===== config.mk =====
export PLATFORM = sky130hd
export DESIGN_NAME = tone_gen_flat
export DESIGN_NICKNAME = d
export VERILOG_FILES = /design/src/rtl/tone_if.sv /design/src/rtl/tone_gen.sv /design/src/flat_wrapper.sv
export SDC_FILE = /design/constraint.sdc
export NUM_CORES = 1
export LEC_CHECK = 0
export ABC_AREA = 1
export BUFFER_PORTS_ARGS = -buffer_cell sky130_fd_sc_hd__buf_2
export CORE_MARGIN = 2
export CORE_UTILIZATION = 35
export CTS_BUF_LIST = sky130_fd_sc_hd__clkbuf_8
export DETAILED_ROUTE_END_ITERATION = 10
export PLACE_DENSITY = 0.48
export SYNTH_ARGS = -nofsm -noshare
export SYNTH_HDL_FRONTEND = slang
export SYNTH_SLANG_ARGS = --single-unit
export TNS_END_PERCENT = 1

===== constraint.sdc =====
create_clock -name clk -period 3.2 [get_ports clk]
set_clock_uncertainty 0.05 [all_clocks]
set_input_delay 0.48 -clock clk [delete_from_list [all_inputs] [get_ports clk]]
set_output_delay 0.48 -clock clk [all_outputs]
set_load 0.005 [all_outputs]

===== src/rtl/tone_if.sv =====
// Tone generator control bundle: sequencer drives div/enable/volume/retrig,
// generator returns buzzer and active.
interface tone_if #(
  parameter int WIDTH    = 17,
  parameter int VOL_BITS = 2
);
  logic [WIDTH-1:0]    div;
  logic                enable;
  logic [VOL_BITS-1:0] volume;
  logic                retrig;
  logic                buzzer;
  logic                active;

  modport master (
    output div, enable, volume, retrig,
    input  buzzer, active
  );

  modport slave (
    input  div, enable, volume, retrig,
    output buzzer, active
  );
endinterface


===== src/rtl/tone_gen.sv =====
// Square-wave buzzer tone generator with glitch-free note change,
// PWM volume gating and re-trigger silence gap.
// Ports: clk, rst (sync, active-high), bus (tone_if.slave:
// div/enable/volume/retrig in, buzzer/active out).
module tone_gen #(
  parameter int WIDTH    = 17,
  parameter int VOL_BITS = 2,
  parameter int PWM_BITS = 3,
  parameter int GAP      = 2048
) (
  input  logic    clk,
  input  logic    rst,
  tone_if.slave   bus
);
  typedef enum logic [1:0] {
    IDLE,
    RUN,
    DRAIN,
    MUTE
  } state_e;

  localparam int GW = $clog2(GAP + 1);
  localparam logic [GW-1:0] GAP_LAST =
    GW'(GAP - 1);
  localparam logic [PWM_BITS-1:0] LOW_ONES =
    PWM_BITS'((1 << (PWM_BITS - VOL_BITS)) - 1);

  state_e state_q, state_d;
  logic phase_q, phase_d;
  logic [WIDTH-1:0] cnt_q, cnt_d;
  logic [WIDTH-1:0] div_q, div_d;
  logic [GW-1:0] gcnt_q, gcnt_d;
  logic [PWM_BITS-1:0] pwm_q, pwm_d;
  logic buzzer_q, buzzer_d;
  logic [PWM_BITS-1:0] thr;
  logic go;
  logic terminal;

  assign go = bus.enable & (bus.div != '0);
  assign terminal =
    (cnt_q == div_q - WIDTH'(1));
  // volume occupies the top bits; low bits
  // all ones so full volume never gates
  assign thr =
    (PWM_BITS'(bus.volume)
      << (PWM_BITS - VOL_BITS)) | LOW_ONES;

  always_comb begin
    state_d  = state_q;
    phase_d  = phase_q;
    cnt_d    = cnt_q;
    div_d    = div_q;
    gcnt_d   = gcnt_q;
    pwm_d    = pwm_q + PWM_BITS'(1);
    buzzer_d = phase_q
      & ((state_q == RUN) | (state_q == DRAIN))
      & (pwm_q <= thr);
    if (bus.retrig) begin
      state_d = MUTE;
      phase_d = 1'b0;
      gcnt_d  = '0;
    end else begin
      unique case (state_q)
        IDLE: begin
          if (go) begin
            state_d = RUN;
            div_d   = bus.div;
            cnt_d   = '0;
            phase_d = 1'b1;
          end
        end
        RUN: begin
          cnt_d = cnt_q + WIDTH'(1);
          if (terminal) begin
            cnt_d   = '0;
            phase_d = ~phase_q;
            if (bus.div != '0)
              div_d = bus.div;
          end
          // a high half in progress finishes
          // in DRAIN; otherwise stop at once
          if (!go) begin
            if (!phase_q || terminal) begin
              state_d = IDLE;
              phase_d = 1'b0;
            end else begin
              state_d = DRAIN;
            end
          end
        end
        DRAIN: begin
          cnt_d = cnt_q + WIDTH'(1);
          if (terminal) begin
            cnt_d   = '0;
            phase_d = 1'b0;
            state_d = IDLE;
          end
        end
        MUTE: begin
          gcnt_d  = gcnt_q + GW'(1);
          phase_d = 1'b0;
          if (gcnt_q == GAP_LAST) begin
            if (go) begin
              state_d = RUN;
              div_d   = bus.div;
              cnt_d   = '0;
              phase_d = 1'b1;
            end else begin
              state_d = IDLE;
            end
          end
        end
        default: state_d = IDLE;
      endcase
    end
  end

  always_ff @(posedge clk) begin
    if (rst) begin
      state_q  <= IDLE;
      phase_q  <= 1'b0;
      cnt_q    <= '0;
      div_q    <= '0;
      gcnt_q   <= '0;
      pwm_q    <= '0;
      buzzer_q <= 1'b0;
    end else begin
      state_q  <= state_d;
      phase_q  <= phase_d;
      cnt_q    <= cnt_d;
      div_q    <= div_d;
      gcnt_q   <= gcnt_d;
      pwm_q    <= pwm_d;
      buzzer_q <= buzzer_d;
    end
  end

  assign bus.buzzer = buzzer_q;
  assign bus.active = (state_q != IDLE);
endmodule


===== src/flat_wrapper.sv =====
// flat-port wrapper written by rule: the top's interface ports become plain ports
module tone_gen_flat 
#(
  parameter int WIDTH    = 17,
  parameter int VOL_BITS = 2,
  parameter int PWM_BITS = 3,
  parameter int GAP      = 2048
)
  (clk, rst, bus_div, bus_enable, bus_volume, bus_retrig, bus_buzzer, bus_active);
  tone_if #(.WIDTH(WIDTH), .VOL_BITS(VOL_BITS)) bus_i ();
  input  logic clk;
  input  logic rst;
  input wire logic [$bits(bus_i.div)-1:0] bus_div;
  input wire logic [$bits(bus_i.enable)-1:0] bus_enable;
  input wire logic [$bits(bus_i.volume)-1:0] bus_volume;
  input wire logic [$bits(bus_i.retrig)-1:0] bus_retrig;
  output wire logic [$bits(bus_i.buzzer)-1:0] bus_buzzer;
  output wire logic [$bits(bus_i.active)-1:0] bus_active;
  assign bus_i.div = bus_div;
  assign bus_i.enable = bus_enable;
  assign bus_i.volume = bus_volume;
  assign bus_i.retrig = bus_retrig;
  assign bus_buzzer = bus_i.buzzer;
  assign bus_active = bus_i.active;
  tone_gen #(.WIDTH(WIDTH), .VOL_BITS(VOL_BITS), .PWM_BITS(PWM_BITS), .GAP(GAP)) u_core (.clk(clk), .rst(rst), .bus(bus_i));
endmodule

Word level (Yosys, flattened, before mapping) --
Index checks and enable logic that the tools add are counted.
Word-level totals: bits in registers 53, bits of input ports 23, output and inout port bits 2, logic and storage cells 69
Cells by class: add/sub/neg operators 4, magnitude comparators 1, eq/ne operators 14, multiplexer cells 25, bitwise logic cells 6, reductions and logical operators 12
Operator list (count):
- $mux 17 | 7
- $pmux 17 s3 | 2
- $add 17x1->17 const B | 1
- $eq 17x17->1 | 1
- $reduce_bool 17->1 | 1
- $sub 17x1->17 const B | 1
- $add 12x1->12 const B | 1
- $eq 12x11->1 const B | 1
- $mux 2 | 6
- $ne 2x1->1 const B | 5
- $ne 3x2->1 const B | 3
- $mux 1 | 8
- $pmux 2 s4 | 1
- $reduce_and 5->1 | 1
- $eq 2x2->1 const B | 2
- $pmux 1 s4 | 1
- $reduce_and 2->1 | 2
- $reduce_and 4->1 | 1
- $reduce_or 2->1 | 2
- $add 3x1->3 const B | 1
- $and 1x1->1 | 3
- $le 3x3->1 | 1
- $ne 3x3->1 const B | 1
- $reduce_bool 3->1 | 1
- 7 further kinds | 8

Logic depth before layout (Yosys ltp) --
Gate-level depths: netlist (run 1).
depth in word-level cells 7, depth in mapped cells 16

Least setup slack after synthesis (run 1) --
OpenSTA, ideal clock, no wires.
path kind register to register, from reg u_core.div_q[3], to reg u_core.phase_q, arrival time 2180 ps, required time 3037 ps, setup slack 857 ps, stages on the path, launching flop included 16, path buffers 0, clock period less this slack 2343 ps, path through dfxtp_1 nor2_2 nand2_2 nor2_4 nand2_1 nand3_1 nand2_1 or3b_2 nor4_1 nand3_1 ha_1 nand2_1 o211ai_1 nand3_1 nor2_1 nor2_1
On the way: longest elaborated chain between the ends 6
RTL lines:
- start: declaration | line tone_gen.sv:31 | logic [WIDTH-1:0] div_q, div_d;
- start signal: assignment | line tone_gen.sv:131 | div_q <= div_d;
- $sub 17x1->17 * | line tone_gen.sv:41 | (cnt_q == div_q - WIDTH'(1));
- $eq 17x17->1 * | line tone_gen.sv:41
- $mux 1 / $logic_or 1x1->1 (equally long branches) | line tone_gen.sv:74, tone_gen.sv:83
- $mux 1 | line tone_gen.sv:83 | if (!phase_q || terminal) begin
- $mux 1 | line tone_gen.sv:82 | if (!go) begin
- $pmux 1 s4 | line tone_gen.sv:63 | unique case (state_q)
- end signal: assignment | line tone_gen.sv:129 | phase_q <= phase_d;
- end: declaration | line tone_gen.sv:29 | logic phase_q, phase_d;
Mark *: on every way between the ends. The rest lies on a longest branch, timed or not. A chain may end at the register's enable or synchronous reset.

Worst setup path in the final report (run 1) --
Ends and elaborated chain as after synthesis.

==> results by group, run 1 <==
Outcome
  – Status: completed

Clock tree
  – Maximum level of the CTS H-tree: 2
  – CTS max path bufs: 2
  – Clock root buffer: sky130_fd_sc_hd__clkbuf_8
  – Count of instances resized after the clock tree is built: 0
  – Setup Buffers After CTS: 0
  – Clock insertion delay at the later pin of the skew report: 310 ps
  – Clock tree from TritonCTS: yes
  – Clock transition at path regs: 110 ps
  – Clk sink count: 53
  – CTS Hold Buffers Added: 0
  – Total clock buffers created by CTS: 5

Floorplanning
  – Vertical die dimension: 103 µm
  – Core ar.: 9640 µm²
  – Number of placement rows: 36
  – Initial Utilization: 35.6%
  – DIE AREA: 10600 µm²
  – Die outline width: 103 µm
  – Io pins: 25

Power
  – Total power divided by cell area: 480 nW/µm²
  – IR drop worst, VDD: 0.238 mV
  – Static Leak: 1.62 nW
  – Total power draw: 1.83 mW

Synth
  – Ranking of synthesized cells by area: sky130_fd_sc_hd__dfxtp_1 (31%), sky130_fd_sc_hd__nand2_1 (13%), sky130_fd_sc_hd__inv_1 (7.6%)
  – Mean instance size in the synthesized netlist: 6.71 µm²
  – Total number of yosys warnings: 0
  – Async set-reset flop share out of synthesis: 0%
  – Cell type with the highest aggregate area in the netlist: sky130_fd_sc_hd__dfxtp_1
  – Gate count after technology mapping: 511
  – Number of storage elements in the synthesis netlist: 53
  – Area share of the leading cell type in the synthesized netlist: 30.9%
  – Count of distinct cell types in the synthesized netlist: 39
  – Number of enable flip-flop cells after synthesis: 0
  – Net count after synthesis: 547
  – Most common flop cell mapped by yosys: sky130_fd_sc_hd__dfxtp_1
  – Cell Area, Synth: 3430 µm²
  – Fraction of the yosys area taken by sequential cells: 30.9%

Timing
  – Worst Max-Slew Pin Slew: 567 ps
  – Unrepaired setup endpoints after global routing: false
  – Post-route clock period utilization: 80.7%
  – TNS Setup: 0 ps
  – Hold Fails Final Rpt: 0
  – Worst slew margin relative to its limit: 62.1%
  – Highest attainable clock frequency: 387 MHz
  – Final Slew Violations: 0
  – Setup slack after layout: 617 ps
  – Final Setup Violations: 0
  – Min cycle time layout: 2580 ps

Placed design
  – Placer's final routability congestion estimate: 0.858
  – Placed wire-length estimate after detailed placement: 6740 µm
  – Post-Place Cells: 664
  – Number of buffers added on ports: 24
  – Post-Place Worst Slack: 638 ps
  – Cell area after placement: 3690 µm²

Global route
  – Overflow left after global routing: 0
  – Global routing's busiest layer: met2
  – Maximum number of pins on one net before global-route repair: 29
  – Number of global-route vias before repair: 3022
  – Number of antenna violations at the first check in global routing: 0
  – GR Util met2: 28.1%
  – Global-route usage over all layers: 17.3%
  – Global-route track usage on met3: 2.51%
  – Routing usage on met1: 24.5%
  – First-pass GRT wire length: 14400 µm

Detailed routing
  – Via count: 3177
  – TritonRoute pass-1 iters: 4
  – Routed WL per cell: 12.6 µm
  – Overall routed net length: 8430 µm
  – Post-detailed-route count of antenna-violating nets: 0
  – DR vias/cell: 4.73
  – Post-detailed-route DRC marker count: 0
  – Initial DRC Count: 176

Worst setup path
  – Data required time at the worst endpoint: 3370 ps
  – Depth of the worst register-to-register path: 15
  – CP Class: flop to flop
  – Nature of the critical path endpoint: flop
  – Crit path arrival time: 2750 ps
  – Top fanout value on the critical path: 6
  – Worst Setup Start Kind: flop

Cells and area
  – Diodes inserted: 0
  – Post-Layout Inst Area: 3810 µm²
  – Final Net Count: 574
  – Filler Cells Inserted: 1078
  – Multi-input logic area: 2050 µm²
  – Register area: 1060 µm²
  – Layout Area Growth over Synthesis: 11.0%
  – Non-filler instance count after layout: 672
  – Fraction of layout cells with a size suffix above 1: 12.6%

Min path
  – Hold Path Depth: 3
  – Worst min-delay path class: primary input to flop

Run
  – Reported max-cap violation count: 0
## synth_stat cells, drive strengths merged (10+ instances only)
cell	instances
a21oi	38
nand4	13
xnor2	11
inv	69
o21ai	14
nand3	51
nor3	10
nor2	69
ha	13
nand2	128
xor2	13
dfxtp	53
## layer usage
metal / vias to the layer above / routed length (µm)
met4: 0 / 68
li1: 1694 / -
met5: - / 0
met3: 4 / 214
met2: 39 / 3680
met1: 1440 / 4470
## worst max-delay path: stages, from the launching register on
cell and delay (ps):
sky130_fd_sc_hd__dfxtp_1 390, sky130_fd_sc_hd__nor2_2 160, sky130_fd_sc_hd__nand2_2 100, sky130_fd_sc_hd__nor2_4 140, sky130_fd_sc_hd__nand2_1 90, sky130_fd_sc_hd__nand3_1 90, sky130_fd_sc_hd__nand2_1 70, sky130_fd_sc_hd__or3b_2 440
sky130_fd_sc_hd__nor4_1 190, sky130_fd_sc_hd__nand3_1 120, sky130_fd_sc_hd__ha_1 290, sky130_fd_sc_hd__nand2_1 50, sky130_fd_sc_hd__o211ai_1 80, sky130_fd_sc_hd__nand3_1 90, sky130_fd_sc_hd__nor2_1 90, sky130_fd_sc_hd__nor2_1 50
## worst paths after layout
check                                startpoint              end  slack (ps)
worst max register to register  u_core.div_q[3]   u_core.phase_q         620
worst max-delay path            u_core.div_q[3]   u_core.phase_q         620
worst min register to register  u_core.pwm_q[0]  u_core.pwm_q[0]         410
worst min-delay path                 bus_div[8]  u_core.div_q[8]         390
## cell families (layout without fill, tap and decap cells)
| kind of cell | count (synthesis) | in the layout | share of synthesized area (%) |
|---|---|---|---|
| simple gates | 285 | 285 | 39.5 |
| buf+inv | 77 | 105 | 9.12 |
| xor+xnor | 24 | 24 | 6.13 |
| compound gates | 59 | 59 | 9.60 |
| fa+ha+maj | 13 | 13 | 4.74 |
| flops | 53 | 53 | 30.9 |
## report_power, final
| group | switching, mW | leakage, nW | internal [mW] |
|---|---|---|---|
| sequential | 0.0370 | 0.430 | 0.690 |
| clock | 0.246 | 0.0603 | 0.240 |
| combinational | 0.399 | 1.13 | 0.215 |
## registers in the layout, summed over array words and instances (netlist names)
name               flops
u_core.bus.buzzer      1
u_core.cnt_q          17
u_core.div_q          17
u_core.gcnt_q         12
u_core.phase_q         1
u_core.pwm_q           3
u_core.state_q         2
## cell usage in the layout (no fill, tap or decap), drive strengths merged, types with 5 or more instances in the layout
| cell | instances |
|---|---|
| nand2 | 128 |
| inv | 70 |
| nor2 | 69 |
| dfxtp | 53 |
| nand3 | 51 |
| a21oi | 38 |
| buf | 27 |
| o21ai | 14 |
| xor2 | 13 |
| ha | 13 |
| nand4 | 13 |
| xnor2 | 11 |
| nor3 | 10 |
| nor3b | 5 |
| clkbuf | 5 |
## through the flow
stage	hold WS (ps)	utilization (%)
finish	393	39.5
global route	392	39.5
CTS	387	39.5
detailed placement	400	38.3
global placement	389	38.3
floorplan	368	-
## final cells by class
cell class	instances	share of cell area, %
Multi-Input combinational cell	381	54.0
Inverter	70	6.90
Sequential cell	53	27.9
Clock buffer	5	1.81
Timing Repair Buffer	27	3.75
Tap cell	133	4.37
Clock inverter	3	1.31
Power figures use the tool's default switching activity.
==> run 2, diff against run 1 <==
==> constraint.sdc (replaced) <==
create_clock -name clk -period 2.6 [get_ports clk]
set_clock_uncertainty 0.05 [all_clocks]
set_input_delay 0.39 -clock clk [delete_from_list [all_inputs] [get_ports clk]]
set_output_delay 0.39 -clock clk [all_outputs]
set_load 0.005 [all_outputs]
==> run 2 against run 1 <==
  * Wire length increased by 3.5%
  * Die area unchanged
  * Sequential share of layout area decreased by 1.1 points
  * Final cell count increased by 1.9%
  * Critical endpoint unchanged
  * Critical path type unchanged
  * Clock power increased by 22%
  * Highest routed layer unchanged
==> results by group, run 2 (same netlist as run 1, synthesis figures left out) <==
Detailed routing
  – TritonRoute pass-1 iters: 4 (unchanged)
  – Via count: 3207 (+0.94%)
  – Initial DRC Count: 156 (-11%)
  – DR vias/cell: 4.68 (-0.97%)
  – Overall routed net length: 8730 µm (+3.5%)
  – Post-detailed-route DRC marker count: 0 (unchanged)
  – Post-detailed-route count of antenna-violating nets: 0 (unchanged)
  – Routed WL per cell: 12.7 µm (+1.6%)

Clock tree
  – Maximum level of the CTS H-tree: 2 (unchanged)
  – Clock transition at path regs: 100 ps (about the same)
  – Total clock buffers created by CTS: 5 (unchanged)
  – Clock tree from TritonCTS: yes
  – Clock insertion delay at the later pin of the skew report: 310 ps (about the same)
  – CTS Hold Buffers Added: 0 (unchanged)
  – CTS max path bufs: 2 (unchanged)
  – Clk sink count: 53 (unchanged)
  – Clock root buffer: sky130_fd_sc_hd__clkbuf_8

Timing
  – Min cycle time layout: 2520 ps (-61.6 ps)
  – Hold Fails Final Rpt: 0 (unchanged)
  – Worst slew margin relative to its limit: 62.0% (about the same)
  – Final Slew Violations: 0 (unchanged)
  – Worst Max-Slew Pin Slew: 569 ps (+2.28 ps)
  – Post-route clock period utilization: 97.0% (+16 points)
  – Final Setup Violations: 0 (unchanged)
  – Unrepaired setup endpoints after global routing: true
  – Highest attainable clock frequency: 397 MHz (+2.4%)

Global route
  – Global-route usage over all layers: 17.5% (+0.27 points)
  – Global-route track usage on met3: 2.92% (+0.41 points)
  – Maximum number of pins on one net before global-route repair: 29 (unchanged)
  – First-pass GRT wire length: 14600 µm (+1.5%)
  – Number of global-route vias before repair: 3047 (+0.83%)
  – Global routing's busiest layer: met2
  – Number of antenna violations at the first check in global routing: 0 (unchanged)
  – Routing usage on met1: 25.5% (+0.97 points)
  – Overflow left after global routing: 0 (unchanged)
  – GR Util met2: 26.9% (-1.2 points)

Floorplanning
  – Number of placement rows: 36 (unchanged)
  – Core ar.: 9640 µm² (unchanged)
  – DIE AREA: 10600 µm² (unchanged)
  – Die outline width: 103 µm (unchanged)
  – Io pins: 25 (unchanged)
  – Initial Utilization: 35.6% (unchanged)
  – Vertical die dimension: 103 µm (unchanged)

Cells and area
  – Most frequent cells in the layout: sky130_fd_sc_hd__nand2_1 (114), sky130_fd_sc_hd__inv_1 (69), sky130_fd_sc_hd__nor2_1 (51), sky130_fd_sc_hd__dfxtp_1 (51), sky130_fd_sc_hd__nand3_1 (49)
  – Post-Layout Inst Area: 3980 µm² (+4.5%)
  – Diodes inserted: 0 (unchanged)
  – Filler Cells Inserted: 1062 (-1.5%)
  – Leading cell type in the layout, fill and taps excluded: sky130_fd_sc_hd__nand2_1
  – Fraction of layout cells with a size suffix above 1: 16.7% (+4.1 points)
  – Largest registers: u_core.cnt_q x17, u_core.div_q x17, u_core.gcnt_q x12
  – Final Net Count: 587 (+2.3%)
  – Non-filler instance count after layout: 685 (+1.9%)
  – Layout Area Growth over Synthesis: 16.0%

Placed design
  – Cell area after placement: 3770 µm² (+2.2%)
  – Placer's final routability congestion estimate: 0.828 (-3.5%)
  – Placed wire-length estimate after detailed placement: 6880 µm (+2.0%)
  – Number of buffers added on ports: 24 (unchanged)
  – Post-Place Cells: 675 (+1.7%)

Outcome
  – Status: completed

Worst setup path
  – Worst path slowest cell: sky130_fd_sc_hd__or3b_4
  – Slowest cell delay on critical path: 390 ps (-50 ps)
  – Top fanout value on the critical path: 5 (-1)
  – Worst Setup Start Kind: flop
  – Data required time at the worst endpoint: 2770 ps (-600 ps)
  – Crit-path most repeated cell: sky130_fd_sc_hd__nand3_1
  – Nature of the critical path endpoint: flop
  – CP Class: flop to flop
  – Cell Chain, Critical Path: nor2_4, nand2_4, nor2_4, nand3_1, nand2_2, or3b_4, nor4_4, nand3_1, ha_1, nand2_1, o211ai_1, nand3_1, nor2_1, nor2_1
  – Crit path arrival time: 2690 ps (-60 ps)

Power
  – Clock share of power: 25.4% (-1.2 points)
  – Total power divided by cell area: 587 nW/µm² (+22%)
  – Static Leak: 1.71 nW (+5.6%)
  – Sw frac: 36.9% (-0.38 points)
  – IR drop worst, VDD: 0.270 mV (+14%)
  – Net switching power: 0.861 mW (+26%)
  – Combinational share of power: 36.4% (+2.8 points)
  – Relative contribution of sequential cells to total power: 38.1% (-1.7 points)
  – Internal power consumption: 1.47 mW (+28%)

Min path
  – Worst min-delay path class: primary input to flop

Run
  – Reported max-cap violation count: 0 (unchanged)
==> run 2: routing by layer <==
| layer | wire length [µm] | vias up |
|---|---|---|
| li1 | - | 1718 |
| met1 | 4500 | 1443 |
| met2 | 3840 | 39 |
| met3 | 258 | 7 |
| met4 | 133 | 0 |
| met5 | 0 | - |
==> run 2: final cells by class <==
class                   instances  area (µm²)  share of cell area, %
well taps                     133         166                   4.19
repair buffers                 40         240                   6.04
multi-input cells             381        2120                   53.4
clock inverters                 2        33.8                  0.850
flip-flops and latches         53        1070                   26.8
inverters                      70         263                   6.61
clock buffers                   6        82.6                   2.08
==> run 2: stage by stage <==
stage	total power, mW	hold slack, ps	TNS [ps]	utilization (%)	setup WS [ps]
finish	2.33	305	0	41.3	78.5
global route	2.50	299	-167	41.3	-120
CTS	2.29	301	0	40.3	66.0
detailed placement	1.69	392	0	39.1	79.8
global placement	1.69	389	0	39.1	105
floorplan	1.50	368	0	-	257
==> run 2: power groups by stage <==
stage          clock network [mW]  logic (mW)  registers (mW)
2_1_floorplan                   0       0.593           0.902
3_3_place_gp                    0       0.779           0.907
3_5_place_dp                    0       0.782           0.907
4_1_cts                     0.616       0.787           0.888
5_1_grt                     0.646       0.957           0.896
6_report                    0.593       0.850           0.890
==> run 2: worst max-delay path, delay by kind of cell (launching register included) <==
kind | cells | cell delay, ps
AO/OA/AOI/OAI | 1 | 80
adder cells (fa/ha/maj) | 1 | 290
flip-flops | 1 | 380
AND/OR/NAND/NOR | 12 | 1610
==> run 2: path summary, 6_finish.rpt <==
path	start	end	slack, ps	cells past startpoint
worst max-delay path	u_core.div_q[4]	u_core.phase_q	80	14
worst min-delay path	bus_div[8]	u_core.div_q[8]	310	3
worst max register to register	u_core.div_q[4]	u_core.phase_q	80	14
worst min register to register	u_core.pwm_q[0]	u_core.pwm_q[0]	410	1
==> run 2: what timing repair did <==
action / in CTS / in global routing
setup endpoints to repair: 0 / 17
buffers inserted: 0 / 2
resized for setup: 0 / 20
